==> config.mk <==
export PLATFORM = sky130hd
export DESIGN_NAME = mem_arbiter
export DESIGN_NICKNAME = d
export VERILOG_FILES = /design/src/rtl/mem_arbiter.sv
export SDC_FILE = /design/constraint.sdc
export NUM_CORES = 1
export LEC_CHECK = 0
export ABC_CLOCK_PERIOD_IN_PS = 2450
export BUFFER_PORTS_ARGS = -buffer_cell sky130_fd_sc_hd__buf_2
export CORE_AREA = 2 2 334 336
export CTS_BUF_LIST = sky130_fd_sc_hd__clkbuf_8
export CTS_CLUSTER_DIAMETER = 150
export CTS_CLUSTER_SIZE = 40
export DETAILED_ROUTE_END_ITERATION = 16
export DIE_AREA = 0 0 336 338
export GPL_ROUTABILITY_DRIVEN = 0
export GPL_TIMING_DRIVEN = 0
export PLACE_DENSITY = 0.39
export SETUP_SLACK_MARGIN = 0.3
export SLEW_MARGIN = 15
export SYNTH_ARGS = -nofsm -noshare
export SYNTH_HDL_FRONTEND = slang
export SYNTH_SLANG_ARGS = --single-unit
==> constraint.sdc <==
create_clock -name clk -period 2.45 [get_ports clk]
set_input_delay 0.245 -clock clk [delete_from_list [all_inputs] [get_ports clk]]
set_output_delay 0.245 -clock clk [all_outputs]
set_load 0.02 [all_outputs]
==> src/rtl/mem_arbiter.sv <==
// rtl/mem_arbiter.sv - I/D cache block memory arbiter; optional round-robin tie-break under MEM_ARB_RR_EN
module mem_arbiter #(
  parameter int ADDR_W = 28,
  parameter int DATA_W = 128
) (
  input  logic              clk,
  input  logic              rst_n,
  input  logic              i_mem_read,
  input  logic              i_mem_write,
  input  logic [ADDR_W-1:0] i_mem_addr,
  input  logic [DATA_W-1:0] i_mem_wdata,
  output logic [DATA_W-1:0] i_mem_rdata,
  output logic              i_mem_ready,
  input  logic              d_mem_read,
  input  logic              d_mem_write,
  input  logic [ADDR_W-1:0] d_mem_addr,
  input  logic [DATA_W-1:0] d_mem_wdata,
  output logic [DATA_W-1:0] d_mem_rdata,
  output logic              d_mem_ready,
  output logic              mem_read,
  output logic              mem_write,
  output logic [ADDR_W-1:0] mem_addr,
  output logic [DATA_W-1:0] mem_wdata,
  input  logic [DATA_W-1:0] mem_rdata,
  input  logic              mem_ready,
  output logic              arb_busy
);

  typedef enum logic [2:0] {IDLE, I_XFER, D_XFER, I_DONE, D_DONE} state_t;

  state_t state;
  state_t state_nx;
  logic   i_req;
  logic   d_req;
  logic   d_win;

  assign i_req = i_mem_read | i_mem_write;
  assign d_req = d_mem_read | d_mem_write;

`ifdef MEM_ARB_RR_EN
  logic last_grant_d;

  // Remember which side completed last so that ties alternate between the caches
  always_ff @(posedge clk or negedge rst_n) begin
    if (!rst_n) begin
      last_grant_d <= 1'b0;
    end else if (state == D_DONE) begin
      last_grant_d <= 1'b1;
    end else if (state == I_DONE) begin
      last_grant_d <= 1'b0;
    end
  end

  assign d_win = d_req & (~i_req | ~last_grant_d);
`else
  assign d_win = d_req;
`endif

  // State register
  always_ff @(posedge clk or negedge rst_n) begin
    if (!rst_n) begin
      state <= IDLE;
    end else begin
      state <= state_nx;
    end
  end

  // Next-state: grant in IDLE, wait for memory in XFER, single DONE cycle back to IDLE
  always_comb begin
    state_nx = state;
    case (state)
      IDLE: begin
        if (d_win) begin
          state_nx = D_XFER;
        end else if (i_req) begin
          state_nx = I_XFER;
        end
      end
      I_XFER:  if (mem_ready) state_nx = I_DONE;
      D_XFER:  if (mem_ready) state_nx = D_DONE;
      I_DONE:  state_nx = IDLE;
      D_DONE:  state_nx = IDLE;
      default: state_nx = IDLE;
    endcase
  end

  // Registered outputs: latch the winning request, capture read data, pulse ready on DONE
  always_ff @(posedge clk or negedge rst_n) begin
    if (!rst_n) begin
      mem_read    <= 1'b0;
      mem_write   <= 1'b0;
      mem_addr    <= '0;
      mem_wdata   <= '0;
      i_mem_rdata <= '0;
      d_mem_rdata <= '0;
      i_mem_ready <= 1'b0;
      d_mem_ready <= 1'b0;
      arb_busy    <= 1'b0;
    end else begin
      i_mem_ready <= (state_nx == I_DONE);
      d_mem_ready <= (state_nx == D_DONE);
      arb_busy    <= (state_nx != IDLE);
      case (state)
        IDLE: begin
          // A combined read+write request is issued as a write only
          if (d_win) begin
            mem_addr  <= d_mem_addr;
            mem_wdata <= d_mem_wdata;
            mem_write <= d_mem_write;
            mem_read  <= d_mem_read & ~d_mem_write;
          end else if (i_req) begin
            mem_addr  <= i_mem_addr;
            mem_wdata <= i_mem_wdata;
            mem_write <= i_mem_write;
            mem_read  <= i_mem_read & ~i_mem_write;
          end
        end
        I_XFER: begin
          if (mem_ready) begin
            if (mem_read) i_mem_rdata <= mem_rdata;
            mem_read  <= 1'b0;
            mem_write <= 1'b0;
          end
        end
        D_XFER: begin
          if (mem_ready) begin
            if (mem_read) d_mem_rdata <= mem_rdata;
            mem_read  <= 1'b0;
            mem_write <= 1'b0;
          end
        end
        default: ;
      endcase
    end
  end

endmodule

==> results of run 1 <==
synth_stat cells:
library cell  count  share of area [%]
nor4bb_1          1              0.055
buf_2            38                1.1
or4_4             1              0.062
o2bb2ai_1         1              0.048
nor2_1            2              0.042
nand2_1           2              0.042
buf_12           11                1.2
a32o_1            1              0.055
or2_2             3               0.10
nor3_1            2              0.055
and2_1            1              0.035
and4bb_2          1              0.069
a21oi_1           2              0.055
buf_1             2              0.042
mux2i_1           1              0.055
inv_1             2              0.042
mux2_2          439                 27
mux2_4          129                 11
a211oi_1          1              0.042
buf_6             5               0.31
dfrtp_1         420                 58
xor2_1            1              0.048
nand4_1           1              0.035
o311a_1           1              0.055
clkbuf_1         10               0.21
a32oi_1           1              0.048
nor4_1            1              0.035
and3_1            1              0.035
sequential cells by signal (all words and copies together), names as in the netlist:
name / count
d_mem_ready: 1
mem_write: 1
i_mem_rdata: 128
mem_read: 1
arb_busy: 1
state: 3
i_mem_ready: 1
d_mem_rdata: 128
mem_addr: 28
mem_wdata: 128
worst max-delay path, cell delays in order:
cell and delay [ns]:
buf_2 0.11, or2_2 0.10, clkbuf_1 0.32, clkbuf_4 0.36, buf_2 0.38, mux2_2 0.39, dlygate4sd3_1 0.58, mux2_4 0.27
metrics by stage:
step                      std cells  setup slack [ns]
final                          3910             0.284
after global routing           3909             0.279
after CTS                      3906             0.246
after detailed placement       3436            -0.609
after global placement         3432             -7.57
after floorplan                1081             0.698
logic make-up (layout without fill, tap and decap cells):
family | Yosys count | count (layout) | synth area share (%)
AO/OA/AOI/OAI | 7 | 7 | 0.304
other | 0 | 3 | 0
buffers and inverters | 68 | 1406 | 2.87
flip-flops | 420 | 420 | 58.1
AND/OR/NAND/NOR | 16 | 16 | 0.567
multiplexers | 569 | 569 | 38.1
XOR/XNOR | 1 | 1 | 0.0484
timing repair:
| action | CTS | global route |
|---|---|---|
| setup buffers | 0 | 0 |
| gates cloned | 0 | 0 |
| pin swaps | 0 | 0 |
| setup endpoints to repair | 245 | 212 |
| resized for setup | 22 | 11 |
| hold buffers | 450 | 1 |
| hold endpoints to repair | 649 | 1 |
worst paths after layout:
check                                     from               end  slack [ns]  depth (start not counted)
worst max register to register        state[1]    mem_wdata[106]        0.39                          7
worst min register to register  mem_wdata[116]    mem_wdata[116]        0.53                          1
worst min-delay path                     rst_n   i_mem_rdata[81]        0.11                          3
max in group asynchronous                rst_n      mem_addr[26]        1.31                          4
min in group clk                mem_rdata[109]  i_mem_rdata[109]        0.31                          3
worst max-delay path                d_mem_read     mem_wdata[53]        0.28                          8
layout make-up:
| type | count | area [sq um] | share of cell area, % |
|---|---|---|---|
| buffer | 66 | 592 | 2.02 |
| clock inverter | 5 | 73.8 | 0.252 |
| clock buffer | 15 | 206 | 0.705 |
| sequential | 420 | 10500 | 35.9 |
| multi-input combinational | 593 | 7060 | 24.1 |
| tap | 1488 | 1860 | 6.36 |
| timing repair buffer | 1318 | 8970 | 30.6 |
| antenna | 3 | 7.51 | 0.0256 |
| inverter | 2 | 7.51 | 0.0256 |
layer usage:
layer	up-vias	wire length (um)	global-route usage [%]
li1	6499	-	-
met1	7116	27200	13.2
met2	496	38300	22.9
met3	91	4680	3.04
met5	-	36	0
met4	6	3170	4.65
power breakdown:
group / internal, mW / total, mW / switching [mW]
logic: 7.12 / 15.4 / 8.28
clock network: 0.633 / 2.95 / 2.32
registers: 9.69 / 11.2 / 1.47
==> results.cfg, run 1 <==
[power]
p_leak_nw = 14.4
p_per_area_nw_per_um2 = 1010
finalPower_mw = 29.5
irDropWorstVdd_uv = 550

[timing]
fin_crit_ns = 2.17
tightest_slew_ns = 0.866
max_slew_margin_pct = 42.3
final_max_slew_viol_count = 0
tns_ns = 0
setup_viol = 0
rsz0062_at_grt = true
timing.hold.ws_ns = 0.112
fmax_ghz = 0.462
period_share_pct = 88.4
fin_skew_ns = 0.0470
hold_viol = 0

[synth]
syn_area_sq_um = 18100
ys_types = 28
ys_warn_count = 0
synth_cells = 1081
seq_area_frac_synth_pct = 58.1
syn-num-nets = 1528
synth_area_per_cell_sq_um = 16.7
ys_ff_latch = 420

[clocking]
clkSinkCount = 420
cts_tree = yes
cts.clk_slew.worst_paths_ns = 0.24
clock_path_buffers = 3
numCtsBuffers = 15
htreeDepth = 1
clock_latency_ns = 0.67
clock-root-buffer = clkbuf_8

[drt]
routed_via_density = 3.63
drc_errors = 0
dr.pass1.iters = 4
drt_iter0_markers = 400
wl_per_cell_um = 18.8
routed_wl_um = 73400
ant_nets = 0
vias = 14200

[global_routing]
antenna_found_initial = 8
grt_max_degree = 98
grt_pass1_vias = 15900
grt_pass1_wl_um = 104000
track_usage_pct = 12.2
overflow = 0

[run_status]
status = finished, final reports clean

[finish]
final_common_cell = buf_2
fillCellCount = 11500
drive_gt1_share_pct = 62.9
mostFrequentLayoutCells = buf_2 (882), dlygate4sd3_1 (450), mux2_2 (439)
design_area_sq_um = 29300
layout.nets = 2863
fin_util_pct = 26.6
syn2layout_area_growth_pct = 62.0

[floorplanning]
start_util_pct = 16.4
coreArea_sq_um = 110000
ioPinCount = 864
rows = 122
die_h_um = 338
dieArea_sq_um = 114000
die_w_um = 336

[flow_run]
maxCapViolCount = 0

[critical_path]
path_class = input pin to flip-flop
worst_ep_required_time_ns = 3.05
cp.arrival_ns = 2.76
endpoint_kind = flip-flop
critPathMaxFanout = 10
startpoint_type = input pin

[placed_design]
dpl-instance-area_sq_um = 24400
dp_hpwl_um = 57400
port-buffer-count = 863

[hold_path]
hp-class = input pin to asynchronous set/reset pin
Note: power is estimated with default switching activity, not from simulation.
==> inputs of run 2 (changes only) <==
Settings changed: RECOVER_POWER set to 50.
==> run 2 against run 1 <==
Register-to-register slack hardly changed. Sequential share of layout area is 0.40 points higher. Non-clock buffer count stayed put. Fmax is 0.49% lower. Cell count stayed put. Power is 1.2% lower. Critical path type unchanged. Die area stayed put. Critical endpoint unchanged. Largest cell class unchanged. Critical path depth stayed put.
==> results.cfg, run 2 (same netlist as run 1, synthesis figures left out) <==
[run_status]
status = finished, final reports clean

[clocking]
clock_latency_ns = 0.67
post_cts_buffers = 0
cts.clk_slew.worst_paths_ns = 0.24
cts_tree = yes
clock_path_buffers = 3
clkSinkCount = 420
clock-root-buffer = clkbuf_8
htreeDepth = 1
numCtsBuffers = 15

[floorplanning]
rows = 122
start_util_pct = 16.4
die_w_um = 336
coreArea_sq_um = 110000
ioPinCount = 864
dieArea_sq_um = 114000
die_h_um = 338

[power]
finalPower_mw = 29.2
irDropWorstVdd_uv = 522
p_per_area_nw_per_um2 = 1010
p_leak_nw = 13.7

[finish]
design_area_sq_um = 29000
syn2layout_area_growth_pct = 60.2
drive_gt1_share_pct = 54.5
layout.nets = 2863
mostFrequentLayoutCells = buf_2 (680), dlygate4sd3_1 (450), mux2_2 (439)
final_common_cell = buf_2
reg.largest.list = d_mem_rdata: 128 flops, i_mem_rdata: 128 flops, mem_wdata: 128 flops

[global_routing]
grt_pass1_vias = 15900
track_usage_pct = 12.2
overflow = 0
grt_pass1_wl_um = 104000
antenna_found_initial = 8
grt_max_degree = 98

[drt]
routed_wl_um = 73400
drt_iter0_markers = 401
wl_per_cell_um = 18.8
vias = 14200
drc_errors = 0
routed_via_density = 3.64
ant_nets = 0
dr.pass1.iters = 4

[timing]
final_max_slew_viol_count = 0
max_slew_margin_pct = 9.97
fin_skew_ns = 0.0464
fmax_ghz = 0.459
rsz0062_at_grt = true
hold_viol = 0
setup_viol = 0
period_share_pct = 88.9
tightest_slew_ns = 1.35
fin_crit_ns = 2.18

[critical_path]
reg2reg_depth = 7
worst_ep_required_time_ns = 3.05
critPathMaxFanout = 10
startpoint_type = input pin
r2r-end = mem_wdata[106]
reg2reg_slack_ns = 0.39
endpoint_kind = flip-flop
path_class = input pin to flip-flop
rr_startpoint = state[1]
cp.arrival_ns = 2.78

[hold_path]
hold_start = mem_rdata[109]
hp-class = input pin to flip-flop
min_path_cells = 3
min_to = i_mem_rdata[109]

[flow_run]
maxCapViolCount = 0

[placed_design]
dpl-instance-area_sq_um = 24400
dp_hpwl_um = 57400
port-buffer-count = 863
## run 2: what timing repair did
action / CTS / global route
cloned: 0 / 0
endpoints found under the setup margin: 245 / 212
endpoints found under the hold margin: 649 / 1
gates resized for setup: 22 / 11
hold buffers: 450 / 1
## run 2: final cells by class
cell class / instances / area (sq um)
clock buffer: 15 / 206
sequential: 420 / 10500
tap: 1488 / 1860
timing repair buffer: 1318 / 8640
fill: 11600 / 81100
clock inverter: 5 / 73.8
multi-input combinational: 593 / 7060
inverter: 2 / 7.51
antenna: 3 / 7.51
buffer: 66 / 592
## run 2: report_power, final
part | leakage (nW) | total, mW | internal, mW | switching, mW
clock | 0.139 | 2.95 | 0.633 | 2.31
combinational | 8.32 | 15.0 | 6.73 | 8.27
sequential | 5.22 | 11.2 | 9.69 | 1.51
total | 13.7 | 29.2 | 17.1 | 12.1
## run 2: how the worst max path moves through the flow
stage	depth (start not counted)	end	from
global route	6	i_mem_rdata[82]	state[1]
detailed placement	6	i_mem_rdata[97]	state[1]
CTS	6	d_mem_rdata[88]	state[0]
finish	8	mem_wdata[53]	d_mem_read
floorplan	7	mem_wdata[100]	state[1]
global placement	1	d_mem_rdata[122]	rst_n
## run 2: per-stage QoR
stage               worst slack [ns]  util, %  hold WS (ns)  setup TNS (ns)  cells
global route                   0.279     26.3         0.228               0   3909
CTS                            0.246     26.6      0.000440               0   3906
floorplan                      0.698        -       -0.0506               0   1081
finish                         0.273     26.3         0.316               0   3910
global placement               -7.57     22.0         0.483        -3209.45   3432
detailed placement            -0.609     22.2         0.201          -87.36   3436
## run 2: per-layer routing
| metal | vias to the layer above | global-route usage (%) | routed length, um |
|---|---|---|---|
| li1 | 6508 | - | - |
| met1 | 7110 | 13.2 | 27200 |
| met2 | 503 | 22.9 | 38300 |
| met3 | 89 | 3.04 | 4780 |
| met4 | 6 | 4.65 | 3130 |
| met5 | - | 0 | 36 |
## run 2: worst max-delay path: stages
cell	delay (ns)
buf_2	0.12
or2_2	0.11
clkbuf_1	0.32
clkbuf_4	0.35
buf_2	0.38
mux2_2	0.39
dlygate4sd3_1	0.58
mux2_4	0.27
==> inputs of run 3 (changes only) <==
Settings changed: CELL_PAD_IN_SITES_DETAIL_PLACEMENT set to 1, CELL_PAD_IN_SITES_GLOBAL_PLACEMENT set to 1, CORE_AREA 2 2 334 336 to 2 2 333 335, DIE_AREA 0 0 336 338 to 0 0 335 337, PLACE_DENSITY 0.39 to 0.46.
==> run 3 against run 2 <==
Clock skew increased by 0.015 ns. Register-to-register slack improved by 0.06 ns. Die area decreased by 0.59%. Global-route usage increased by 1.2 points. Sequential share of layout area increased by 0.23 points. Critical path type unchanged. Cell area decreased by 0.62%. Via count increased by 1.6%. Critical path depth unchanged. Count of clock-buffer cells in the layout unchanged. Wire length increased by 8.0%. Power decreased by 0.37%. Core utilization decreased by 0.055 points. Highest routed layer unchanged.
==> results.cfg, run 3 (same netlist as run 1, synthesis figures left out) <==
[run_status]
status = finished, final reports clean

[global_routing]
grtUsageMet1_pct = 14.3
overflow = 0
antenna_found_initial = 13
grt_pass1_vias = 16800
grt_max_degree = 106
grt_pass1_wl_um = 113000
grt-busiest-layer = met2
grtUsageMet2_pct = 24.9
track_usage_pct = 13.4
use_met3_pct = 3.37

[floorplanning]
die_h_um = 337
rows = 122
die_w_um = 335
dieArea_sq_um = 113000
start_util_pct = 16.5
ioPinCount = 864
coreArea_sq_um = 110000

[timing]
period_share_pct = 83.9
fin_crit_ns = 2.06
rsz0062_at_grt = true
tightest_slew_ns = 0.951
tns_ns = 0
final_max_slew_viol_count = 0
hold_viol = 0
fmax_ghz = 0.486
max_slew_margin_pct = 36.6
setup_viol = 0
fin_skew_ns = 0.0615
layout_setup_ws_ns = 0.394
timing.hold.ws_ns = 0.109

[critical_path]
path_class = input pin to flip-flop
worst_ep_required_time_ns = 3.05
critPathMaxFanout = 10
startpoint_type = input pin
endpoint_kind = flip-flop
cp.arrival_ns = 2.66

[drt]
routed_via_density = 3.74
vias = 14400
wl_per_cell_um = 20.5
drt_iter0_markers = 393
drc_errors = 0
dr.pass1.iters = 6
routed_wl_um = 79300
ant_nets = 0

[flow_run]
maxCapViolCount = 0

[placed_design]
dp_hpwl_um = 61000
place_ws_ns = -0.768
place_inst = 3374
port-buffer-count = 863

[clocking]
cts.clk_slew.worst_paths_ns = 0.24
clock-root-buffer = clkbuf_8
cts_tree = yes
clock_latency_ns = 0.73
htreeDepth = 1
clock_path_buffers = 3
clkSinkCount = 420
numCtsBuffers = 15

[finish]
drive_gt1_share_pct = 46.7
final_common_cell = buf_2
reg.largest.list = d_mem_rdata: 128 flops, i_mem_rdata: 128 flops, mem_wdata: 128 flops
final_cells = 3858
layout.nets = 2865
fillCellCount = 12400
mostFrequentLayoutCells = buf_2 (483), dlygate4sd3_1 (451), mux2_2 (439)
syn2layout_area_growth_pct = 59.2

[power]
p_sw_share_pct = 42.4
p_leak_nw = 13.1
p_per_area_nw_per_um2 = 1010
pwr-share-seq_pct = 38.8
finalPower_mw = 29.1
netSwitchingPower_mw = 12.3
p_int_mw = 16.7
pwr-share-comb_pct = 50.9
irDropWorstVdd_uv = 479
p_clk_share_pct = 10.3

[hold_path]
hp-class = input pin to flip-flop
==> run 3: timing repair <==
| action | 4_1_cts | 5_1_grt |
|---|---|---|
| gates resized for setup | 22 | 27 |
| pin swaps | 0 | 0 |
| hold endpoints to repair | 650 | 0 |
| endpoints found under the setup margin | 237 | 227 |
| hold buffers | 452 | 0 |
| buffers inserted | 0 | 1 |
==> run 3: worst paths after layout <==
kind                       cells past startpoint          start               end  slack, ns
min reg2reg                                    1  mem_wdata[19]     mem_wdata[19]       0.53
max reg2reg                                    6       state[0]   d_mem_rdata[33]       0.45
min in group asynchronous                      3          rst_n   d_mem_rdata[78]       0.52
max in group asynchronous                      5          rst_n  i_mem_rdata[120]       0.65
max                                            8     d_mem_read       mem_addr[3]       0.39
min                                            4    d_mem_write          mem_read       0.11
==> run 3: stage by stage <==
step,instance area [sq um],utilization (%)
after floorplan,18100,-
after global placement,24200,22.1
after detailed placement,24300,22.2
after CTS,29200,26.6
after global routing,28800,26.3
final,28800,26.3
==> run 3: worst max-delay path, stage by stage <==
cell	delay (ns)
buf_2	0.13
or2_2	0.11
clkbuf_1	0.29
buf_4	0.30
buf_2	0.37
mux2_2	0.38
dlygate4sd3_1	0.56
mux2_4	0.26
==> run 3: routing by layer <==
layer,vias up,part of all wire [%]
li1,6514,-
met1,7316,37
met2,500,52
met3,114,6.1
met4,2,4.8
met5,-,0.018
==> run 3: power groups by stage <==
stage / Combinational, mW / Sequential, mW / Clock (mW)
finish: 14.8 / 11.3 / 2.99
floorplan: 5.81 / 14.6 / 0
CTS: 15.8 / 11.2 / 3.28
detailed placement: 15.0 / 11.4 / 0
global route: 15.6 / 11.7 / 3.44
global placement: 14.9 / 11.2 / 0
==> run 3: area by class of cell <==
type,count,area [sq um],area share (%)
Antenna cell,10,25.0,0.0869
Buffer,66,638,2.22
Clock buffer,15,206,0.717
Clock inverter,6,77.6,0.269
Inverter,2,7.51,0.0261
Multi-Input combinational cell,593,7060,24.5
Sequential cell,420,10500,36.5
Tap cell,1426,1780,6.20
Timing Repair Buffer,1320,8470,29.4
